--- src/rtl/peak_bin_finder_pkg.sv ---
// peak_bin_finder_pkg
// Shared definitions for the peak bin finder and the colour-determination stage:
//   - scan FSM state encoding
//   - index width helper and default frame/magnitude parameters
//   - colour band thresholds (1/3 and 2/3 of the bin range) and a band decoder
package peak_bin_finder_pkg;

  localparam int DEFAULT_SAMPLES     = 32;
  localparam int DEFAULT_MAG_W       = 16;
  localparam int DEFAULT_NOISE_FLOOR = 64;

  typedef enum logic [1:0] {
    ST_IDLE = 2'd0,
    ST_SCAN = 2'd1,
    ST_DONE = 2'd2
  } pbfState_e;

  function automatic int idxWidth(input int samples);
    return (samples > 1) ? $clog2(samples) : 1;
  endfunction

  // Bin boundaries shared with the colour stage: band 0 below LO,
  // band 1 from LO up to HI, band 2 from HI upward.
  localparam int COLOUR_LO_BIN = DEFAULT_SAMPLES / 3;
  localparam int COLOUR_HI_BIN = (2 * DEFAULT_SAMPLES) / 3;

  function automatic logic [1:0] colourBand(input int idx);
    if (idx < COLOUR_LO_BIN)      return 2'd0;
    else if (idx < COLOUR_HI_BIN) return 2'd1;
    else                          return 2'd2;
  endfunction

endpackage

--- src/rtl/peak_bin_finder_if.sv ---
// peak_bin_finder_if
// Bundles the frame control, magnitude stream and result signals of the
// peak bin finder.
//   slave  : the finder (receives start/mag stream, drives ready and results)
//   master : the producer/consumer side
// Ports carried: start, mag_valid, mag_data, mag_ready, index_holder,
//                peak_mag, done, whichRAM, busy.
interface peak_bin_finder_if
  import peak_bin_finder_pkg::*;
#(
  parameter int SAMPLES = DEFAULT_SAMPLES,
  parameter int MAG_W   = DEFAULT_MAG_W
);
  localparam int IDX_W = idxWidth(SAMPLES);

  logic             start;
  logic             mag_valid;
  logic [MAG_W-1:0] mag_data;
  logic             mag_ready;
  logic [IDX_W-1:0] index_holder;
  logic [MAG_W-1:0] peak_mag;
  logic             done;
  logic             whichRAM;
  logic             busy;

  modport slave (
    input  start, mag_valid, mag_data,
    output mag_ready, index_holder, peak_mag, done, whichRAM, busy
  );

  modport master (
    output start, mag_valid, mag_data,
    input  mag_ready, index_holder, peak_mag, done, whichRAM, busy
  );

endinterface

--- src/rtl/peak_bin_finder_max_tracker.sv ---
// max_tracker
// Holds the working maximum magnitude and its bin index for one frame scan.
// Ports:
//   clk, reset_n            clock, synchronous active-low reset
//   clear                   zero the working registers (frame start/abort)
//   load_first              next valid candidate loads unconditionally
//   cand_valid              a qualifying beat is offered this cycle
//   cand_mag, cand_idx      candidate magnitude and its bin index
//   nextMag, nextIdx        working max/index including this cycle's candidate
module max_tracker #(
  parameter int MAG_W = 16,
  parameter int IDX_W = 5
) (
  input  logic             clk,
  input  logic             reset_n,
  input  logic             clear,
  input  logic             load_first,
  input  logic             cand_valid,
  input  logic [MAG_W-1:0] cand_mag,
  input  logic [IDX_W-1:0] cand_idx,
  output logic [MAG_W-1:0] nextMag,
  output logic [IDX_W-1:0] nextIdx
);

  logic [MAG_W-1:0] maxMag;
  logic [IDX_W-1:0] maxIdx;
  logic             takeCand;

  // Strict greater-than: on a tie the earlier (lower) bin is kept.
  assign takeCand = cand_valid && (load_first || (cand_mag > maxMag));
  assign nextMag  = takeCand ? cand_mag : maxMag;
  assign nextIdx  = takeCand ? cand_idx : maxIdx;

  always_ff @(posedge clk) begin
    if (!reset_n || clear) begin
      maxMag <= '0;
      maxIdx <= '0;
    end else begin
      maxMag <= nextMag;
      maxIdx <= nextIdx;
    end
  end

endmodule

--- src/rtl/peak_bin_finder.sv ---
// peak_bin_finder
// Scans one frame of SAMPLES spectrum magnitudes (bin order 0..SAMPLES-1)
// and reports the bin with the largest magnitude to the colour stage.
// whichRAM toggles per completed frame to keep the ping-pong buffers aligned.
// Ports:
//   clk, reset_n    clock, synchronous active-low reset
//   bus (slave)     start, mag_valid, mag_data in;
//                   mag_ready, index_holder, peak_mag, done, whichRAM, busy out
// Build option: NOISE_GATE_EN -- beats below NOISE_FLOOR are ignored; a
// frame with no qualifying beat reports bin 0 with magnitude 0.
//
// state | meaning
// IDLE  | waiting for start after reset
// SCAN  | accepting beats, tracking the running maximum
// DONE  | result valid and held until the next start
module peak_bin_finder
  import peak_bin_finder_pkg::*;
#(
  parameter int SAMPLES     = DEFAULT_SAMPLES,
  parameter int MAG_W       = DEFAULT_MAG_W,
  parameter int NOISE_FLOOR = DEFAULT_NOISE_FLOOR
) (
  input logic              clk,
  input logic              reset_n,
  peak_bin_finder_if.slave bus
);

  localparam int IDX_W = idxWidth(SAMPLES);
  localparam logic [IDX_W-1:0] LAST_BIN = IDX_W'(SAMPLES - 1);

  localparam logic [1:0] IDLE = ST_IDLE;
  localparam logic [1:0] SCAN = ST_SCAN;
  localparam logic [1:0] DONE = ST_DONE;

  logic [1:0]       state;
  logic [IDX_W-1:0] beatCnt;
  logic             haveFirst;
  logic [IDX_W-1:0] indexReg;
  logic [MAG_W-1:0] peakReg;
  logic             doneReg;
  logic             whichReg;

  logic             inScan;
  logic             accept;
  logic             qualify;
  logic             clearWork;
  logic             candValid;
  logic [MAG_W-1:0] nextMag;
  logic [IDX_W-1:0] nextIdx;

  assign inScan = (state == SCAN);

`ifdef NOISE_GATE_EN
  assign qualify = (bus.mag_data >= MAG_W'(NOISE_FLOOR));
`else
  assign qualify = 1'b1;
`endif

  // A start in any state clears the working registers; a beat arriving with
  // an aborting start is dropped.
  assign accept    = inScan && bus.mag_valid && !bus.start;
  assign clearWork = bus.start;
  assign candValid = accept && qualify;

  max_tracker #(
    .MAG_W(MAG_W),
    .IDX_W(IDX_W)
  ) u_maxTracker (
    .clk       (clk),
    .reset_n   (reset_n),
    .clear     (clearWork),
    .load_first(!haveFirst),
    .cand_valid(candValid),
    .cand_mag  (bus.mag_data),
    .cand_idx  (beatCnt),
    .nextMag   (nextMag),
    .nextIdx   (nextIdx)
  );

  always_ff @(posedge clk) begin
    if (!reset_n) begin
      state     <= IDLE;
      beatCnt   <= '0;
      haveFirst <= 1'b0;
      indexReg  <= '0;
      peakReg   <= '0;
      doneReg   <= 1'b0;
      whichReg  <= 1'b0;
    end else begin
      case (state)
        IDLE, DONE: begin
          if (bus.start) begin
            state     <= SCAN;
            doneReg   <= 1'b0;
            beatCnt   <= '0;
            haveFirst <= 1'b0;
          end
        end
        SCAN: begin
          if (bus.start) begin
            beatCnt   <= '0;
            haveFirst <= 1'b0;
          end else if (accept) begin
            beatCnt <= beatCnt + 1'b1;
            if (qualify) haveFirst <= 1'b1;
            // Counter wraps to 0 on this same edge.
            if (beatCnt == LAST_BIN) begin
              indexReg <= nextIdx;
              peakReg  <= nextMag;
              doneReg  <= 1'b1;
              whichReg <= ~whichReg;
              state    <= DONE;
            end
          end
        end
        default: state <= IDLE;
      endcase
    end
  end

  assign bus.mag_ready    = inScan;
  assign bus.busy         = inScan;
  assign bus.index_holder = indexReg;
  assign bus.peak_mag     = peakReg;
  assign bus.done         = doneReg;
  assign bus.whichRAM     = whichReg;

endmodule
--- src/flat_wrapper.sv ---
// flat-port wrapper written by rule: the top's interface ports become plain ports
module peak_bin_finder_flat import peak_bin_finder_pkg::*;
#(
  parameter int SAMPLES     = DEFAULT_SAMPLES,
  parameter int MAG_W       = DEFAULT_MAG_W,
  parameter int NOISE_FLOOR = DEFAULT_NOISE_FLOOR
)
  (clk, reset_n, bus_start, bus_mag_valid, bus_mag_data, bus_mag_ready, bus_index_holder, bus_peak_mag, bus_done, bus_whichRAM, bus_busy);
  peak_bin_finder_if #(.SAMPLES(SAMPLES), .MAG_W(MAG_W)) bus_i ();
  input logic clk;
  input logic reset_n;
  input wire logic [$bits(bus_i.start)-1:0] bus_start;
  input wire logic [$bits(bus_i.mag_valid)-1:0] bus_mag_valid;
  input wire logic [$bits(bus_i.mag_data)-1:0] bus_mag_data;
  output wire logic [$bits(bus_i.mag_ready)-1:0] bus_mag_ready;
  output wire logic [$bits(bus_i.index_holder)-1:0] bus_index_holder;
  output wire logic [$bits(bus_i.peak_mag)-1:0] bus_peak_mag;
  output wire logic [$bits(bus_i.done)-1:0] bus_done;
  output wire logic [$bits(bus_i.whichRAM)-1:0] bus_whichRAM;
  output wire logic [$bits(bus_i.busy)-1:0] bus_busy;
  assign bus_i.start = bus_start;
  assign bus_i.mag_valid = bus_mag_valid;
  assign bus_i.mag_data = bus_mag_data;
  assign bus_mag_ready = bus_i.mag_ready;
  assign bus_index_holder = bus_i.index_holder;
  assign bus_peak_mag = bus_i.peak_mag;
  assign bus_done = bus_i.done;
  assign bus_whichRAM = bus_i.whichRAM;
  assign bus_busy = bus_i.busy;
  peak_bin_finder #(.SAMPLES(SAMPLES), .MAG_W(MAG_W), .NOISE_FLOOR(NOISE_FLOOR)) u_core (.clk(clk), .reset_n(reset_n), .bus(bus_i));
endmodule
--- config.mk ---
export PLATFORM = sky130hd
export DESIGN_NAME = peak_bin_finder_flat
export DESIGN_NICKNAME = d
export VERILOG_FILES = /design/src/rtl/peak_bin_finder_pkg.sv /design/src/rtl/peak_bin_finder_if.sv /design/src/rtl/peak_bin_finder_max_tracker.sv /design/src/rtl/peak_bin_finder.sv /design/src/flat_wrapper.sv
export SDC_FILE = /design/constraint.sdc
export NUM_CORES = 1
export LEC_CHECK = 0
export BUFFER_PORTS_ARGS = -buffer_cell sky130_fd_sc_hd__buf_4
export CORE_MARGIN = 2
export CORE_UTILIZATION = 35
export DETAILED_ROUTE_END_ITERATION = 8
export GPL_TIMING_DRIVEN = 0
export MAX_ROUTING_LAYER = met4
export PLACE_DENSITY = 0.67
export SLEW_MARGIN = 20
export SYNTH_ARGS = -nofsm -noshare
export SYNTH_HDL_FRONTEND = slang
export SYNTH_HIERARCHICAL = 1
export SYNTH_SLANG_ARGS = --single-unit
export TNS_END_PERCENT = 30
--- constraint.sdc ---
create_clock -name clk -period 2.95 [get_ports clk]
set_clock_uncertainty 0.2 [all_clocks]
set_input_delay 0.59 -clock clk [delete_from_list [all_inputs] [get_ports clk]]
set_output_delay 0.59 -clock clk [all_outputs]
set_load 0.05 [all_outputs]
==> run summary, run 1 <==
### Global route
* initial antenna violation count: 0
* total overflow reported by the global router: 0
* met1 layer usage reported by global route: 0.205
* busiest layer in global routing: met2
* largest net degree at the start of global routing: 16
* GR Util met2: 0.266
* vias in the first global route: 2318
* met3 demand-to-capacity share in global routing: 0.0236
* GRT Resource Usage Total: 0.161
* wire length of the first global-routing pass: 10900 um

### Floorplanning
* starting utilization of the core area: 0.359
* IO Pins: 45
* height of the die: 92.8 um
* row count: 32
* core footprint: 7690 sq um
* die outline area: 8610 sq um
* Die Wd: 92.8 um

### Final layout
* proportion of layout cells with a drive suffix above 1: 0.208
* signed area change from the synthesized netlist to the final layout: 25.1%
* non-filler instance count after layout: 486
* antenna diode instance count: 0
* total area of multi-input combinational cells: 1550 sq um
* sequential standard cell area: 1050 sq um
* post-layout net count: 421
* Filler Cells Inserted: 771

### Detailed routing
* Remaining DRCs: 0
* Pre-Repair DR Iteration Count: 4
* detailed-route via count: 2474
* average wire per cell in the routed design: 14.0 um
* WL final: 6820 um
* violation count after the first detailed-routing iteration: 119
* ratio of routed vias to standard cells: 5.09
* count of antenna-violating nets left after detailed routing: 0

### Pwr
* clock power share: 0.385
* Lkg Pwr: 1.32 nW
* Sw Share: 0.238
* sequential share of power: 0.506
* power density relative to cell area: 407 nW/um^2
* Switching Power: 334 uW
* total power of the final layout: 1.41 mW
* Max rail drop VDD: 0.000186 V
* part of the total power dissipated in combinational logic: 0.109
* design internal power: 1.07 mW

### Timing
* Least-Margin Pin Slew: 0.505 ns
* number of endpoints with negative hold slack in the final report: 0
* highest clock frequency the design can meet: 0.350 GHz
* Worst Hold Margin: 0.264 ns
* final-report max-slew violation count: 0
* post-route clock period utilization: 0.969
* final count of negative-setup-slack endpoints: 0
* min cycle time layout: 2.86 ns
* Max-slew headroom: 0.663

### Logic synthesis
* Synth Flop Type: sky130_fd_sc_hd__dfxtp_1
* post-synthesis share of cell area spent on and, or, nand and nor gates: 0.162
* area of the mapped netlist: 2760 sq um
* count of state elements after synthesis: 52
* combinational family with the most area after synthesis: multiplexers
* share of flip-flops with an asynchronous set or reset: 0
* multiplexer share of the synthesized area: 0.162
* number of enable flip-flop cells after synthesis: 0
* Post-Synth Adder-Cell Area: 0.0817
* cell count after synthesis: 324
* Post-Syn Nets: 362
* post-synthesis average cell area: 8.51 sq um
* count of distinct cell types in the synthesized netlist: 33
* share of the synthesized area in compound gates (AO/OA/AOI/OAI): 0.151
* Seq/Total Area, Yosys: 0.377
* number of warnings issued by yosys: 6
* xor-xnor portion of the synthesized cell area: 0

### Worst setup path
* FF-to-FF Start: u_core/u_maxTracker/maxMag[5]
* library cell contributing the largest single delay on the critical path: sky130_fd_sc_hd__or4_4
* number of cells on the worst reg-to-reg path: 11
* peak fanout along the critical path: 5
* Top delay family on crit path: simple AND/OR/NAND/NOR gates
* Worst Path Required: 2.93 ns
* crit path cell chain: buf_4, ha_1, nand4_1, or4_4, a21o_1, a31oi_4, buf_6, clkbuf_16, mux2_1, nand3_1, a21oi_1
* flop2flop setup slack: 0.13 ns
* kind of start point of the critical path: primary input
* endpoint class of the critical path: flip-flop
* delay contributed by the slowest stage of the critical path: 0.56 ns
* class of the most critical setup path: primary input to flip-flop
* Bufs and invs on worst path: 3
* crit path DAT: 2.83 ns
* capture instance of the worst register-to-register path: u_core/bus.peak_mag[8]

### Job
* maximum capacitance violations: 0

### Clock tree
* hold bufs inserted after CTS: 0
* number of buffers on the longest clock path: 2
* number of levels the H-tree was split into: 2
* worst skew pair latency: 0.31 ns
* CTS tree: done
* total clock buffers created by CTS: 5
* clock transition at the register clock pins on the worst setup and hold paths after CTS: 0.09 ns
* clock root cell: sky130_fd_sc_hd__clkbuf_8
* Sink Count: 52

### Hold path
* startpoint of the lowest-slack hold path: u_core/u_maxTracker/maxIdx[1]
* worst hold path type: flip-flop to flip-flop
* endpoint of the worst hold path: u_core/u_maxTracker/maxIdx[1]
* WHS Path Cells: 2

### Placed design
* IO Port Bufs: 44
* GP Congestion: 0.841
* placed insts: 470
* Detailed Place HPWL: 4900 um

### Status
* run status: completed

[synthesized netlist by cell type (all sizes together), types with 5 or more instances]
master | number | area share
buf | 5 | 0.016
ha | 18 | 0.082
mux2 | 21 | 0.086
clkbuf | 16 | 0.022
inv | 21 | 0.029
mux2i | 21 | 0.076
a21oi | 36 | 0.065
o21ai | 29 | 0.053
dfxtp | 52 | 0.38
nand2 | 51 | 0.069
nand3 | 22 | 0.040
[cell type report]
class,instances,area share
buffer,21,0.0315
clock buffer,7,0.0279
clock inverter,1,0.00870
inverter,21,0.0228
multi-input combinational,230,0.449
sequential,52,0.304
tap,102,0.0370
timing repair buffer,52,0.119
[cell usage in the layout, fill, tap and decap left out, drive strengths merged, types with 2 or more instances in the layout]
cell type	Yosys	routed
a311oi	2	2
ha	18	18
nand2	51	51
mux2i	21	21
nor3	3	3
a211oi	2	2
o21ai	29	29
nand3	22	22
and2	2	2
nand4	3	3
or4	2	2
clkbuf	16	25
a21oi	36	36
buf	5	55
mux2	21	21
nor2b	4	4
nor2	4	4
dfxtp	52	52
inv	21	21
[per-stage QoR]
step | setup TNS, ns | util | cell area, sq um | setup slack [ns]
floorplan | 0 | - | 2760 | 0.000772
global placement | -9.42 | 0.418 | 3220 | -0.402
detailed placement | -10.80 | 0.418 | 3220 | -0.432
CTS | 0 | 0.437 | 3360 | 0.0168
global route | -0.00237 | 0.449 | 3450 | -0.00203
finish | 0 | 0.449 | 3450 | 0.0929
[worst max-delay path by stage]
stage / start / end / slack [ns] / cells past startpoint
3_3_place_gp: bus_mag_data[13] / u_core/bus.peak_mag[3] / -0.40 / 10
6_report: bus_mag_data[6] / u_core/bus.peak_mag[8] / 0.09 / 11
5_1_grt: bus_mag_data[6] / u_core/bus.peak_mag[8] / -0.002 / 11
2_1_floorplan: bus_mag_data[15] / u_core/bus.index_holder[0] / 0.0008 / 9
3_5_place_dp: bus_mag_data[13] / u_core/bus.peak_mag[4] / -0.43 / 10
4_1_cts: u_core/u_maxTracker/maxMag[13] / u_core/bus.peak_mag[4] / 0.02 / 10
[logic make-up (layout without fill, tap and decap cells)]
group | count (synthesis) | count (layout)
fa+ha+maj | 18 | 18
flops | 52 | 52
buf+inv | 42 | 102
compound gates | 74 | 74
mux | 42 | 42
simple gates | 96 | 96
[sequential cells by signal, summed over array words and instances, names as in the netlist]
register	cells
u_core/bus.whichRAM	1
u_core/bus.index_holder	5
u_core/u_maxTracker/maxMag	16
u_core/bus.peak_mag	16
u_core/bus.done	1
u_core/state	2
u_core/haveFirst	1
u_core/beatCnt	5
u_core/u_maxTracker/maxIdx	5
[power groups by stage]
stage	sequential, mW	clock, mW	combinational (mW)
floorplan	0.726	0	0.0881
global placement	0.727	0	0.141
detailed placement	0.727	0	0.142
CTS	0.711	0.547	0.144
global route	0.712	0.573	0.170
finish	0.711	0.542	0.153
[worst register-to-register path, cell delays in order (launching register included)]
cell and delay (ns):
sky130_fd_sc_hd__dfxtp_2 0.34, sky130_fd_sc_hd__inv_1 0.05, sky130_fd_sc_hd__ha_1 0.28, sky130_fd_sc_hd__nand4_1 0.09
sky130_fd_sc_hd__or4_4 0.56, sky130_fd_sc_hd__a21o_1 0.20, sky130_fd_sc_hd__a31oi_4 0.22, sky130_fd_sc_hd__buf_6 0.15
sky130_fd_sc_hd__clkbuf_16 0.14, sky130_fd_sc_hd__mux2_1 0.34, sky130_fd_sc_hd__nand3_1 0.08, sky130_fd_sc_hd__a21oi_1 0.06
[routing by layer]
metal | wire, um | up-vias
met5 | 0 | -
met4 | 94 | 0
met3 | 223 | 7
met2 | 3240 | 56
met1 | 3260 | 1167
li1 | - | 1244
[repair_timing]
item,in CTS,in global routing
endpoints found under the setup margin,19,24
gates cloned,0,1
gates resized for setup,1,10
endpoints found under the hold margin,0,0
buffers inserted,2,5
pin swaps,1,3
Power figures use the tool's default switching activity.
==> run 2: changes to the inputs <==
Settings changed: CORE_UTILIZATION 35 to 33, PLACE_DENSITY 0.67 to 0.64.
==> run summary, run 2 (synthesis results as in run 1) <==
### Pwr
* Lkg Pwr: 1.27 nW, was 1.32 nW
* Max rail drop VDD: 0.000166 V, was 0.000186 V
* power density relative to cell area: 377 nW/um^2, was 407 nW/um^2
* total power of the final layout: 1.27 mW, was 1.41 mW

### Worst setup path
* kind of start point of the critical path: primary input, unchanged
* peak fanout along the critical path: 5, unchanged
* Worst Path Required: 2.92 ns, was 2.93 ns
* endpoint class of the critical path: flip-flop, unchanged
* crit path DAT: 2.86 ns, was 2.83 ns
* class of the most critical setup path: primary input to flip-flop, unchanged

### Timing
* Max-slew headroom: 0.654, was 0.663
* min cycle time layout: 2.89 ns, was 2.86 ns
* final-report max-slew violation count: 0, unchanged
* post-route clock period utilization: 0.980, was 0.969
* Least-Margin Pin Slew: 0.518 ns, was 0.505 ns
* final count of negative-setup-slack endpoints: 0, unchanged
* highest clock frequency the design can meet: 0.346 GHz, was 0.350 GHz
* number of endpoints with negative hold slack in the final report: 0, unchanged
* worst-case setup margin in the final layout: 0.0604 ns, was 0.0929 ns

### Floorplanning
* Die Wd: 95.4 um, was 92.8 um
* IO Pins: 45, unchanged
* starting utilization of the core area: 0.337, was 0.359
* height of the die: 95.4 um, was 92.8 um
* core footprint: 8180 sq um, was 7690 sq um
* die outline area: 9100 sq um, was 8610 sq um
* row count: 33, was 32

### Detailed routing
* WL final: 6720 um, was 6820 um
* Remaining DRCs: 0, unchanged
* detailed-route via count: 2401, was 2474
* violation count after the first detailed-routing iteration: 117, was 119
* ratio of routed vias to standard cells: 4.96, was 5.09
* count of antenna-violating nets left after detailed routing: 0, unchanged
* Pre-Repair DR Iteration Count: 4, unchanged
* average wire per cell in the routed design: 13.9 um, was 14.0 um

### Placed design
* GP Congestion: 0.803, was 0.841
* worst setup timing slack at the placement stage: -0.439 ns, was -0.432 ns
* IO Port Bufs: 44, unchanged
* Detailed Place HPWL: 5030 um, was 4900 um

### Final layout
* commonest non-fill, non-tap cells in the layout: 51 x sky130_fd_sc_hd__nand2_1, 49 x sky130_fd_sc_hd__buf_4, 46 x sky130_fd_sc_hd__dfxtp_1, 36 x sky130_fd_sc_hd__a21oi_1, 29 x sky130_fd_sc_hd__o21ai_0, was 52 x sky130_fd_sc_hd__buf_4, 51 x sky130_fd_sc_hd__nand2_1, 46 x sky130_fd_sc_hd__dfxtp_1, 36 x sky130_fd_sc_hd__a21oi_1, 29 x sky130_fd_sc_hd__o21ai_0
* post-layout net count: 416, was 421
* proportion of layout cells with a drive suffix above 1: 0.195, was 0.208
* signed area change from the synthesized netlist to the final layout: 22.2%, was 25.1%
* antenna diode instance count: 0, unchanged
* commonest non-fill, non-tap cell in the layout: sky130_fd_sc_hd__nand2_1, was sky130_fd_sc_hd__buf_4

### Clock tree
* number of buffers on the longest clock path: 2, unchanged
* clock root cell: sky130_fd_sc_hd__clkbuf_8, unchanged
* number of levels the H-tree was split into: 2, unchanged
* worst skew pair latency: 0.31 ns, about the same
* clock transition at the register clock pins on the worst setup and hold paths after CTS: 0.09 ns, about the same
* CTS tree: done, unchanged
* total clock buffers created by CTS: 5, unchanged
* Sink Count: 52, unchanged
* hold bufs inserted after CTS: 0, unchanged

### Global route
* GRT Resource Usage Total: 0.157, was 0.161
* initial antenna violation count: 0, unchanged
* total overflow reported by the global router: 0, unchanged
* vias in the first global route: 2250, was 2318
* largest net degree at the start of global routing: 18, was 16
* wire length of the first global-routing pass: 10900 um, about the same

### Job
* maximum capacitance violations: 0, unchanged

### Hold path
* worst hold path type: flip-flop to flip-flop, unchanged

### Status
* run status: completed, unchanged

## run 2: worst max-delay path: stages
cell and delay (ns):
sky130_fd_sc_hd__buf_4 0.12, sky130_fd_sc_hd__ha_1 0.29, sky130_fd_sc_hd__nand2_1 0.08, sky130_fd_sc_hd__or4_4 0.54, sky130_fd_sc_hd__a21o_1 0.21, sky130_fd_sc_hd__a31oi_4 0.32, sky130_fd_sc_hd__clkbuf_16 0.22, sky130_fd_sc_hd__mux2_1 0.34
sky130_fd_sc_hd__nand3_1 0.08, sky130_fd_sc_hd__a21oi_1 0.07
## run 2: through the flow
| step | hold WS, ns | TNS (ns) | area, sq um | std cells | util |
|---|---|---|---|---|---|
| 2_1_floorplan | 0.231 | 0 | 2760 | 324 | - |
| 3_3_place_gp | 0.240 | -9.48 | 3220 | 473 | 0.394 |
| 3_5_place_dp | 0.246 | -10.73 | 3220 | 473 | 0.394 |
| 4_1_cts | 0.265 | 0 | 3320 | 482 | 0.406 |
| 5_1_grt | 0.285 | -0.0235 | 3370 | 484 | 0.412 |
| 6_report | 0.262 | 0 | 3370 | 484 | 0.412 |
## run 2: cell type report
type                       count  area, sq um
clock inverter                 3         23.8
inverter                      21         78.8
sequential                    52         1050
buffer                        21          113
fill                         828         4800
timing repair buffer          47          370
tap                          105          131
clock buffer                   5         68.8
multi-input combinational    230         1540
## run 2: worst paths after layout
path,start,end,slack [ns],depth (start not counted)
max,bus_mag_data[11],u_core/bus.peak_mag[3],0.06,10
min,u_core/u_maxTracker/maxIdx[4],u_core/u_maxTracker/maxIdx[4],0.26,2
max reg2reg,u_core/u_maxTracker/maxMag[9],u_core/bus.peak_mag[3],0.08,10
min reg2reg,u_core/u_maxTracker/maxIdx[4],u_core/u_maxTracker/maxIdx[4],0.26,2
## run 2: where the power goes
| group | internal [mW] | total, mW | leakage, nW | switching, mW |
|---|---|---|---|---|
| logic | 0.0620 | 0.147 | 0.803 | 0.0854 |
| registers | 0.706 | 0.711 | 0.422 | 0.00487 |
| clock network | 0.168 | 0.412 | 0.0404 | 0.243 |
| total | 0.936 | 1.27 | 1.27 | 0.334 |
## run 2: layer usage
metal / track usage / up-vias / share of wire
met1: 0.209 / 1120 / 0.47
met3: 0.0285 / 8 / 0.043
met4: 0.0500 / 0 / 0.015
met2: 0.243 / 43 / 0.47
li1: - / 1230 / -
met5: - / - / 0
## run 2: timing repair
action,in CTS,in global routing
gates cloned,0,1
pin swaps,3,3
gates resized for setup,1,8
endpoints found under the setup margin,19,9
setup buffers,1,1
hold endpoints to repair,0,0
==> run 3: changes to the inputs <==
Settings changed: CORE_UTILIZATION 33 to 50, PLACE_DENSITY 0.64 to 0.86, SYNTH_HIERARCHICAL 1 to unset.
==> run summary, run 3 <==
### Global route
* vias in the first global route: 2450, was 2250
* met3 demand-to-capacity share in global routing: 0.0379, was 0.0285
* largest net degree at the start of global routing: 16, was 18
* busiest layer in global routing: met2, unchanged
* total overflow reported by the global router: 0, unchanged
* met1 layer usage reported by global route: 0.283, was 0.209
* initial antenna violation count: 0, unchanged
* wire length of the first global-routing pass: 11200 um, was 10900 um
* GR Util met2: 0.404, was 0.243
* GRT Resource Usage Total: 0.242, was 0.157

### Final layout
* commonest non-fill, non-tap cells in the layout: 79 x sky130_fd_sc_hd__nand2_1, 52 x sky130_fd_sc_hd__dfxtp_1, 48 x sky130_fd_sc_hd__buf_4, 37 x sky130_fd_sc_hd__o21ai_0, 21 x sky130_fd_sc_hd__a31oi_1, was 51 x sky130_fd_sc_hd__nand2_1, 49 x sky130_fd_sc_hd__buf_4, 46 x sky130_fd_sc_hd__dfxtp_1, 36 x sky130_fd_sc_hd__a21oi_1, 29 x sky130_fd_sc_hd__o21ai_0
* antenna diode instance count: 0, unchanged
* Filler Cells Inserted: 480, was 828
* commonest non-fill, non-tap cell in the layout: sky130_fd_sc_hd__nand2_1, unchanged
* signed area change from the synthesized netlist to the final layout: 19.5%, was 22.2%
* proportion of layout cells with a drive suffix above 1: 0.178, was 0.195
* post-layout net count: 414, was 416
* Finished Cell Area: 3130 sq um, was 3370 sq um

### Clock tree
* clock root cell: sky130_fd_sc_hd__clkbuf_8, unchanged
* clock transition at the register clock pins on the worst setup and hold paths after CTS: 0.09 ns, about the same
* number of buffers on the longest clock path: 2, unchanged
* CTS tree: done, unchanged
* worst skew pair latency: 0.31 ns, about the same
* number of levels the H-tree was split into: 2, unchanged
* total clock buffers created by CTS: 5, unchanged
* Resize count post-CTS: 0, was 1
* hold bufs inserted after CTS: 0, unchanged
* Sink Count: 52, unchanged
* count of buffers added by post-CTS timing repair for setup: 0, was 1

### Timing
* highest clock frequency the design can meet: 0.391 GHz, was 0.346 GHz
* min cycle time layout: 2.56 ns, was 2.89 ns
* final setup TNS: 0 ns, unchanged
* final-report max-slew violation count: 0, unchanged
* unrepaired setup endpoints after global routing: no
* post-route clock period utilization: 0.867, was 0.980
* worst-case setup margin in the final layout: 0.391 ns, was 0.0604 ns
* Worst Hold Margin: 0.266 ns, was 0.262 ns
* number of endpoints with negative hold slack in the final report: 0, unchanged
* Max-slew headroom: 0.658, was 0.654
* final count of negative-setup-slack endpoints: 0, unchanged
* Least-Margin Pin Slew: 0.512 ns, was 0.518 ns

### Worst setup path
* class of the most critical setup path: flip-flop to flip-flop, was primary input to flip-flop
* crit path DAT: 2.59 ns, was 2.86 ns
* kind of start point of the critical path: flip-flop, was primary input
* endpoint class of the critical path: flip-flop, unchanged
* peak fanout along the critical path: 10, was 5
* Worst Path Required: 2.98 ns, was 2.92 ns
* flop2flop setup slack: 0.39 ns, was 0.08 ns

### Status
* run status: completed, unchanged

### Floorplanning
* core footprint: 5070 sq um, was 8180 sq um
* Die Wd: 76.4 um, was 95.4 um
* die outline area: 5840 sq um, was 9100 sq um
* height of the die: 76.4 um, was 95.4 um
* row count: 26, was 33
* starting utilization of the core area: 0.517, was 0.337
* IO Pins: 45, unchanged

### Pwr
* Max rail drop VDD: 0.000237 V, was 0.000166 V
* Switching Power: 320 uW, was 334 uW
* clock power share: 0.337, was 0.324
* Lkg Pwr: 1.28 nW, was 1.27 nW
* Sw Share: 0.253, was 0.263
* total power of the final layout: 1.27 mW, about the same
* power density relative to cell area: 404 nW/um^2, was 377 nW/um^2
* part of the total power dissipated in combinational logic: 0.102, was 0.116
* sequential share of power: 0.561, was 0.560
* design internal power: 946 uW, was 936 uW

### Placed design
* IO Port Bufs: 44, unchanged
* worst setup timing slack at the placement stage: 0.0943 ns, was -0.439 ns
* Area after DPL: 3040 sq um, was 3220 sq um
* Detailed Place HPWL: 4690 um, was 5030 um
* GP Congestion: 0.855, was 0.803

### Logic synthesis
* Synth top area share: 0.397, was 0.377
* area of the mapped netlist: 2620 sq um, was 2760 sq um
* leading area contributor after synthesis: sky130_fd_sc_hd__dfxtp_1, unchanged
* cell count after synthesis: 325, was 324
* share of flip-flops with an asynchronous set or reset: 0, unchanged
* Synth Flop Type: sky130_fd_sc_hd__dfxtp_1, unchanged
* count of distinct cell types in the synthesized netlist: 36, was 33
* count of state elements after synthesis: 52, unchanged
* Post-synth top cells: 79 x sky130_fd_sc_hd__nand2_1, 52 x sky130_fd_sc_hd__dfxtp_1, 37 x sky130_fd_sc_hd__o21ai_0, was 52 x sky130_fd_sc_hd__dfxtp_1, 51 x sky130_fd_sc_hd__nand2_1, 36 x sky130_fd_sc_hd__a21oi_1
* number of warnings issued by yosys: 0, was 6
* top cells by area, synth: sky130_fd_sc_hd__dfxtp_1 40%, sky130_fd_sc_hd__nand2_1 11%, sky130_fd_sc_hd__ha_1 8.6%, sky130_fd_sc_hd__o21ai_0 7.1%, sky130_fd_sc_hd__a31oi_1 5.0%, was sky130_fd_sc_hd__dfxtp_1 38%, sky130_fd_sc_hd__ha_1 8.2%, sky130_fd_sc_hd__mux2_1 7.8%, sky130_fd_sc_hd__mux2i_1 7.6%, sky130_fd_sc_hd__nand2_1 6.9%
* most frequent cell after synthesis: sky130_fd_sc_hd__nand2_1, was sky130_fd_sc_hd__dfxtp_1
* Post-Syn Nets: 363, was 362
* Seq/Total Area, Yosys: 0.397, was 0.377
* post-synthesis average cell area: 8.07 sq um, was 8.51 sq um
* number of enable flip-flop cells after synthesis: 0, unchanged

### Detailed routing
* WL final: 6510 um, was 6720 um
* detailed-route via count: 2492, was 2401
* Pre-Repair DR Iteration Count: 7, was 4
* Remaining DRCs: 0, unchanged
* count of antenna-violating nets left after detailed routing: 0, unchanged
* average wire per cell in the routed design: 14.6 um, was 13.9 um
* ratio of routed vias to standard cells: 5.57, was 4.96
* violation count after the first detailed-routing iteration: 180, was 117

### Job
* maximum capacitance violations: 0, unchanged

### Hold path
* worst hold path type: flip-flop to flip-flop, unchanged

[run 3: cell type report]
type | count | area [sq um] | area share
sequential | 52 | 1040 | 0.332
timing repair buffer | 44 | 330 | 0.105
clock inverter | 2 | 10.0 | 0.00319
inverter | 17 | 63.8 | 0.0204
buffer | 23 | 140 | 0.0447
clock buffer | 6 | 82.6 | 0.0264
multi-input combinational | 233 | 1380 | 0.440
tap | 70 | 87.6 | 0.0280
[run 3: logic make-up after synthesis]
| family | synth area share |
|---|---|
| AO/OA/AOI/OAI | 0.230 |
| XOR/XNOR | 0.00334 |
| adder cells (fa/ha/maj) | 0.0859 |
| buffers and inverters | 0.0778 |
| flip-flops | 0.397 |
| multiplexers | 0.0229 |
| AND/OR/NAND/NOR | 0.183 |
[run 3: critical path, cell delays in order (launching register included)]
cell                      delay, ns
sky130_fd_sc_hd__dfxtp_1       0.37
sky130_fd_sc_hd__inv_1         0.06
sky130_fd_sc_hd__ha_1          0.30
sky130_fd_sc_hd__a21oi_1       0.15
sky130_fd_sc_hd__nand2_1       0.06
sky130_fd_sc_hd__a211o_1       0.34
sky130_fd_sc_hd__o31ai_4       0.52
sky130_fd_sc_hd__buf_6         0.21
sky130_fd_sc_hd__nand2_1       0.06
sky130_fd_sc_hd__a31oi_1       0.20
[run 3: power by group through the flow]
stage          registers (mW)  logic, mW  clock network, mW
2_1_floorplan           0.725     0.0756                  0
3_3_place_gp            0.726      0.124                  0
3_5_place_dp            0.726      0.127                  0
4_1_cts                 0.710      0.128              0.430
5_1_grt                 0.711      0.143              0.458
6_report                0.710      0.129              0.427
[run 3: final timing paths]
kind	startpoint	end	cells after the start
setup / recovery	u_core.u_maxTracker.maxMag[14]	u_core.bus.peak_mag[6]	9
setup reg to reg	u_core.u_maxTracker.maxMag[14]	u_core.bus.peak_mag[6]	9
hold / removal	u_core.u_maxTracker.maxIdx[2]	u_core.u_maxTracker.maxIdx[2]	2
hold reg to reg	u_core.u_maxTracker.maxIdx[2]	u_core.u_maxTracker.maxIdx[2]	2
[run 3: per-layer routing]
| metal | part of all wire | up-vias |
|---|---|---|
| met1 | 0.45 | 1158 |
| met2 | 0.47 | 91 |
| li1 | - | 1224 |
| met4 | 0.024 | 0 |
| met3 | 0.055 | 19 |
| met5 | 0 | - |
[run 3: per-stage QoR]
step	std cells	util
final	447	0.617
after global routing	447	0.617
after CTS	447	0.617
after detailed placement	439	0.599
after global placement	439	0.599
after floorplan	325	-
